===== config.mk =====
export PLATFORM = sky130hd
export DESIGN_NAME = itr_ctrl
export DESIGN_NICKNAME = d
export VERILOG_FILES = /design/src/rtl/itr_pkg.sv /design/src/rtl/itr_ctrl_prio_enc.sv /design/src/rtl/itr_ctrl.sv
export SDC_FILE = /design/constraint.sdc
export NUM_CORES = 1
export LEC_CHECK = 0
export ABC_AREA = 1
export CORE_ASPECT_RATIO = 0.8
export CORE_MARGIN = 1.5
export CORE_UTILIZATION = 49
export DETAILED_ROUTE_END_ITERATION = 12
export PLACE_DENSITY = 0.77
export SKIP_CTS_REPAIR_TIMING = 1
export SYNTH_ARGS = -nofsm -noshare
export SYNTH_HDL_FRONTEND = slang
export SYNTH_SLANG_ARGS = --single-unit

===== constraint.sdc =====
create_clock -name clk -period 1.6 [get_ports clk]
set_clock_uncertainty 0.1 [all_clocks]
set_input_delay 0.32 -clock clk [delete_from_list [all_inputs] [get_ports clk]]
set_output_delay 0.32 -clock clk [all_outputs]
set_load 0.1 [all_outputs]

===== src/rtl/itr_pkg.sv =====
// -----------------------------------------------------------------------------
// itr_pkg
// Shared definitions for the vectored interrupt controller:
//   - state_e  : controller FSM states (IDLE, REQ)
//   - IDW/DPW  : channel-id and nesting-depth widths for the default build
//   - vec_addr : vector address of a channel, before truncation to the
//                instruction address width
// -----------------------------------------------------------------------------
package itr_pkg;

    typedef enum logic {
        ST_IDLE = 1'b0,
        ST_REQ  = 1'b1
    } state_e;

    localparam int NITR_DEF = 4;
    localparam int NEST_DEF = 2;
    localparam int IDW      = $clog2(NITR_DEF);
    localparam int DPW      = $clog2(NEST_DEF + 1);

    // Full-width vector address; the caller truncates to its address width.
    function automatic logic [31:0] vec_addr(input int unsigned base,
                                             input int unsigned stp,
                                             input int unsigned id);
        return 32'(base + id * stp);
    endfunction

endpackage


===== src/rtl/itr_ctrl_prio_enc.sv =====
// -----------------------------------------------------------------------------
// prio_enc
// Combinational lowest-index priority encoder.
//   req_i [NITR] : request vector, bit 0 has the highest priority
//   vld_o        : at least one request bit is set
//   idx_o [IW]   : index of the lowest set bit (0 when vld_o is low)
// -----------------------------------------------------------------------------
module prio_enc #(
    parameter int NITR = 4,
    parameter int IW   = $clog2(NITR)
) (
    input  logic [NITR-1:0] req_i,
    output logic            vld_o,
    output logic [IW-1:0]   idx_o
);

    // Scan from the top down so the lowest set index is the last one written.
    always_comb begin
        vld_o = 1'b0;
        idx_o = '0;
        for (int i = NITR - 1; i >= 0; i--) begin
            if (req_i[i]) begin
                vld_o = 1'b1;
                idx_o = IW'(i);
            end
        end
    end

endmodule


===== src/rtl/itr_ctrl.sv =====
// -----------------------------------------------------------------------------
// itr_ctrl
// Multi-channel vectored interrupt controller with fixed priority and nested
// service. Each channel passes a SYNC-flop synchroniser and an edge-detect
// register, sets its pending bit on an event, and is offered to the core when
// enabled, while nesting depth allows, and while it outranks the channel on top
// of the in-service stack.
//   clk, rst      : clock, asynchronous active-high reset
//   irq [NITR]    : asynchronous interrupt sources
//   cfg_wr        : load cfg_mask into the enable mask
//   cfg_mask      : enable mask, 1 = enabled
//   itr_ack       : core took the vector (pulse)
//   reti          : core returned from the ISR (pulse)
//   itr           : interrupt request to the core
//   itr_addr      : vector address of the requested channel
//   itr_id        : requested channel
//   pend          : pending bits
//   depth         : current nesting depth
//   err           : sticky protocol error (stray ack or reti)
// -----------------------------------------------------------------------------
module itr_ctrl
    import itr_pkg::*;
#(
    parameter int              NITR   = NITR_DEF,
    parameter int              MINSTW = 9,
    parameter int              VECBAS = 1,
    parameter int              VECSTP = 2,
    parameter int              NEST   = NEST_DEF,
    parameter logic [NITR-1:0] EDGE   = {NITR{1'b1}},
    parameter int              SYNC   = 2
) (
    input  logic                       clk,
    input  logic                       rst,
    input  logic [NITR-1:0]            irq,
    input  logic                       cfg_wr,
    input  logic [NITR-1:0]            cfg_mask,
    input  logic                       itr_ack,
    input  logic                       reti,
    output logic                       itr,
    output logic [MINSTW-1:0]          itr_addr,
    output logic [$clog2(NITR)-1:0]    itr_id,
    output logic [NITR-1:0]            pend,
    output logic [$clog2(NEST+1)-1:0]  depth,
    output logic                       err
);

    localparam int IW = $clog2(NITR);
    localparam int DW = $clog2(NEST + 1);

    logic [SYNC-1:0][NITR-1:0] sync_q;
    logic [NITR-1:0]           dly_q, evt_q, evt_d, s_out;
    logic [NITR-1:0]           mask_q, pend_q, pend_d, elig;
    logic [IW-1:0]             stk_q [NEST];
    logic [IW-1:0]             stk_d [NEST];
    logic [IW-1:0]             top, id_q, id_d, sel_idx;
    logic [DW-1:0]             depth_q, dep;
    logic [MINSTW-1:0]         addr_q, addr_d;
    logic                      itr_q, itr_d, err_q, err_d, sel_vld, ack_ok;
    state_e                    state_q, state_d;

    // Input path: synchroniser, then the edge-detect register compares the
    // synchronised level with its previous value; the event itself is
    // registered before it reaches the pending bits.
    assign s_out = sync_q[SYNC-1];
    assign evt_d = (s_out & ~dly_q & EDGE) | (s_out & ~EDGE);

    always_ff @(posedge clk or posedge rst) begin
        if (rst) begin
            sync_q <= '0;
            dly_q  <= '0;
            evt_q  <= '0;
            mask_q <= '0;
        end else begin
            sync_q <= {sync_q[SYNC-2:0], irq};
            dly_q  <= s_out;
            evt_q  <= evt_d;
            if (cfg_wr) begin
                mask_q <= cfg_mask;
            end
        end
    end

    // Top-of-stack id; only meaningful when depth_q is non-zero.
    always_comb begin
        top = '0;
        for (int k = 0; k < NEST; k++) begin
            if (int'(depth_q) == k + 1) begin
                top = stk_q[k];
            end
        end
    end

    always_comb begin
        for (int i = 0; i < NITR; i++) begin
            elig[i] = pend_q[i] & mask_q[i] & (int'(depth_q) < NEST) &
                      ((depth_q == '0) | (IW'(i) < top));
        end
    end

    prio_enc #(.NITR(NITR), .IW(IW)) u_prio (
        .req_i (elig),
        .vld_o (sel_vld),
        .idx_o (sel_idx)
    );

    always_ff @(posedge clk or posedge rst) begin
        if (rst) begin
            state_q <= ST_IDLE;
            itr_q   <= 1'b0;
            id_q    <= '0;
            addr_q  <= '0;
            err_q   <= 1'b0;
            pend_q  <= '0;
            depth_q <= '0;
            for (int k = 0; k < NEST; k++) begin
                stk_q[k] <= '0;
            end
        end else begin
            state_q <= state_d;
            itr_q   <= itr_d;
            id_q    <= id_d;
            addr_q  <= addr_d;
            err_q   <= err_d;
            pend_q  <= pend_d;
            depth_q <= dep;
            stk_q   <= stk_d;
        end
    end

    always_comb begin
        state_d = state_q;
        itr_d   = itr_q;
        id_d    = id_q;
        addr_d  = addr_q;
        err_d   = err_q;
        pend_d  = pend_q;
        stk_d   = stk_q;
        dep     = depth_q;
        ack_ok  = itr_ack && (state_q == ST_REQ);

        // Pop before push so a simultaneous reti/ack replaces the top entry.
        if (reti) begin
            if (depth_q == '0) begin
                err_d = 1'b1;
            end else begin
                dep = depth_q - 1'b1;
            end
        end
        if (itr_ack && !ack_ok) begin
            err_d = 1'b1;
        end
        // Depth cannot reach NEST while in REQ, so the push index stays in range.
        if (ack_ok) begin
            for (int k = 0; k < NEST; k++) begin
                if (int'(dep) == k) begin
                    stk_d[k] = id_q;
                end
            end
            dep = dep + 1'b1;
            for (int i = 0; i < NITR; i++) begin
                if (IW'(i) == id_q) begin
                    pend_d[i] = 1'b0;
                end
            end
        end
        // A new event wins over a same-cycle ack clear.
        pend_d = pend_d | evt_q;

        case (state_q)
            ST_IDLE: begin
                if (sel_vld) begin
                    itr_d   = 1'b1;
                    id_d    = sel_idx;
                    addr_d  = MINSTW'(vec_addr(VECBAS, VECSTP, int'(sel_idx)));
                    state_d = ST_REQ;
                end
            end
            ST_REQ: begin
                if (itr_ack) begin
                    itr_d   = 1'b0;
                    state_d = ST_IDLE;
                end
            end
            default: state_d = ST_IDLE;
        endcase
    end

    assign itr      = itr_q;
    assign itr_addr = addr_q;
    assign itr_id   = id_q;
    assign pend     = pend_q;
    assign depth    = depth_q;
    assign err      = err_q;

endmodule


==> flow_summary.toml <==
[hold_path]
min_path_type = "reg -> reg"

[grt]
met1_usage = 0.224
grt_pass1_vias = 1079
gr-usage-met2 = 0.368
grt_max_degree = 37
top_usage_layer = "met2"
globalRouteMet3Util = 0.0559
antenna_found_initial = 0
grtUsageTotal = 0.199
grt_pass1_wl_um = 4880
overflow = 0

[route]
avgRoutedWirePerCell_um = 13.7
via_count = 1097
via_per_inst = 4.96
drt_first_pass_iters = 4
drt_wl_total_um = 3030
drtIter0Drc = 53
drc = 0
antenna_left = 0

[cells_and_area]
area_growth_pct = 41.9
drive_gt1_frac = 0.306
fin_util = 0.751
final_area_um2 = 2130
fin_nets = 197
antenna_cells = 0
instances_no_fill = 221

[setup_path]
worstSetupStartpointType = "flip-flop"
cp_max_fo = 5
crit_top_cell = "nand2_1"
end_kind = "flip-flop"
slowest_delay_ns = 0.52
cp.arrival_ns = 1.70
critPathRequiredTime_ns = 1.72
crit_chain = "buf_12 -> nor3_4 -> nand3_2 -> nand2_2 -> nand2_4 -> nand2_1 -> nand2_1 -> inv_1"
slowest_stage = "dfrtp_4"
worstSetupPathType = "reg -> reg"

[floorplanning]
core_um2 = 2830
start_util = 0.529
die_area_um2 = 3400
num_rows = 17
dieHeight_um = 52.5
io_pins = 32
die_w_um = 64.8

[synthesis]
yosysWarningCount = 0
synth_top_family_by_area = "simple AND/OR/NAND/NOR gates"
yosys.area_share.simple = 0.190
ys_seq_area_frac = 0.602
synthAdderAreaFrac = 0.0167
synth_top_area_frac = 0.602
synth_area_um2 = 1500
synth-xor-area-share = 0.00585
syn_area_per_cell_um2 = 10.3
ys_ff_latch = 36
synth_compound_area_frac = 0.0677
netlist_top_cells_area = "dfrtp_1 (60%), nand2_1 (6.0%), inv_1 (5.8%)"
synthMuxAreaShare = 0.00752
synth_cell_types = 27
synth_top_cell_by_area = "dfrtp_1"
synth_cells = 145

[cts]
path_clk_slew_ns = 0.07
tritoncts = "done"
numCtsBuffers = 5
clock-sinks = 36
htree_num_levels = 2
root_buffer = "clkbuf_8"
insertion_delay_ns = 0.29
clk_path_buf_depth = 2

[placed_design]
dp_hpwl_um = 2040
dpl.cell_count = 210
place_ws_ns = -0.159
gp_congestion = 0.835
placed_area_um2 = 1950
port_buffers = 25

[sta]
holdWs_ns = 0.250
fin_crit_ns = 1.58
fmax_mhz = 635
final_hold_viol_count = 0
maxSlewViolCount = 0
setup_ws_ns = 0.0243
setup-tns-final_ns = 0
period_share = 0.985
setup_viol = 0

[power]
power_mw = 4.48
peakVddDrop_mv = 1.60
leakage_nw = 1.04
powerDensity_nw_per_um2 = 2110

[outcome]
status = "completed"

[job]
cap_violations = 0
==> final timing paths <==
check | start | to | slack [ns] | cells past startpoint
max | depth[1] | itr_id[1] | 0.02 | 8
min | sync_q[2] | s_out[2] | 0.25 | 0
max reg2reg | depth[1] | itr_id[1] | 0.02 | 8
min reg2reg | sync_q[2] | s_out[2] | 0.25 | 0
max in group asynchronous | rst | pend[2] | 0.92 | 3
min in group asynchronous | rst | stk_q[3] | 0.28 | 3
==> layout make-up <==
class | instances | area [um^2]
clock buffer | 5 | 68.8
clock inverter | 3 | 42.5
fill | 171 | 703
inverter | 24 | 92.6
multi-input combinational | 81 | 485
sequential | 36 | 916
tap | 38 | 47.5
timing repair buffer | 34 | 473
==> state kept, by name (all words and copies together), names as in the netlist, 2 cells and up <==
| name | count |
|---|---|
| sync_q | 4 |
| itr_id | 2 |
| dly_q | 4 |
| evt_q | 4 |
| s_out | 4 |
| stk_q | 4 |
| depth | 2 |
| pend | 4 |
| mask_q | 4 |
==> logic make-up (layout without fill, tap and decap cells) <==
family / count (synthesis) / after routing
and+or+nand+nor: 54 / 54
DFF: 36 / 36
xor gates and xnor gates: 1 / 1
other: 1 / 6
AOI/OAI and AO/OA: 17 / 17
buffers and inverters: 33 / 66
adders and majority gates: 2 / 2
muxes: 1 / 1
==> layer usage <==
metal / up-vias / share of wire
li1: 510 / -
met1: 535 / 0.39
met2: 44 / 0.52
met3: 8 / 0.073
met4: 0 / 0.019
met5: - / 0
==> layout by cell type (no fill, tap or decap), types with 2 or more instances in the layout <==
master / count
buf_12: 15
buf_4: 7
clkbuf_8: 5
clkdlybuf4s50_1: 12
conb_1: 6
dfrtp_1: 28
dfrtp_2: 6
dfrtp_4: 2
ha_1: 2
inv_1: 23
nand2_1: 24
nand2_2: 2
nand2_4: 3
nand3_1: 7
nand3_2: 5
nor2_1: 6
nor3_2: 2
o21ai_0: 9
o21bai_1: 3
==> cell usage after synthesis <==
| master | count |
|---|---|
| a21o_1 | 1 |
| a21oi_1 | 1 |
| buf_4 | 8 |
| buf_6 | 1 |
| conb_1 | 1 |
| dfrtp_1 | 36 |
| ha_1 | 2 |
| inv_1 | 23 |
| inv_2 | 1 |
| mux2_2 | 1 |
| nand2_1 | 24 |
| nand2_2 | 3 |
| nand2_4 | 2 |
| nand3_1 | 8 |
| nand3_2 | 4 |
| nand3b_1 | 1 |
| nand4_1 | 1 |
| nor2_1 | 6 |
| nor2_2 | 1 |
| nor3_1 | 3 |
| nor3_4 | 1 |
| o211ai_1 | 1 |
| o21ai_0 | 9 |
| o21ai_1 | 1 |
| o21ai_2 | 1 |
| o21bai_1 | 3 |
| xor2_1 | 1 |
==> power breakdown <==
group,internal (mW),switching (mW)
logic,0.803,1.56
clock network,0.460,0.313
registers,1.12,0.219
total,2.38,2.09
==> critical path: cells and delay by family (launching register included) <==
kind / cells / cell delay, ns
and+or+nand+nor: 6 / 0.69
buffers and inverters: 2 / 0.19
DFF: 1 / 0.52
Note: power is estimated with default switching activity, not from simulation.
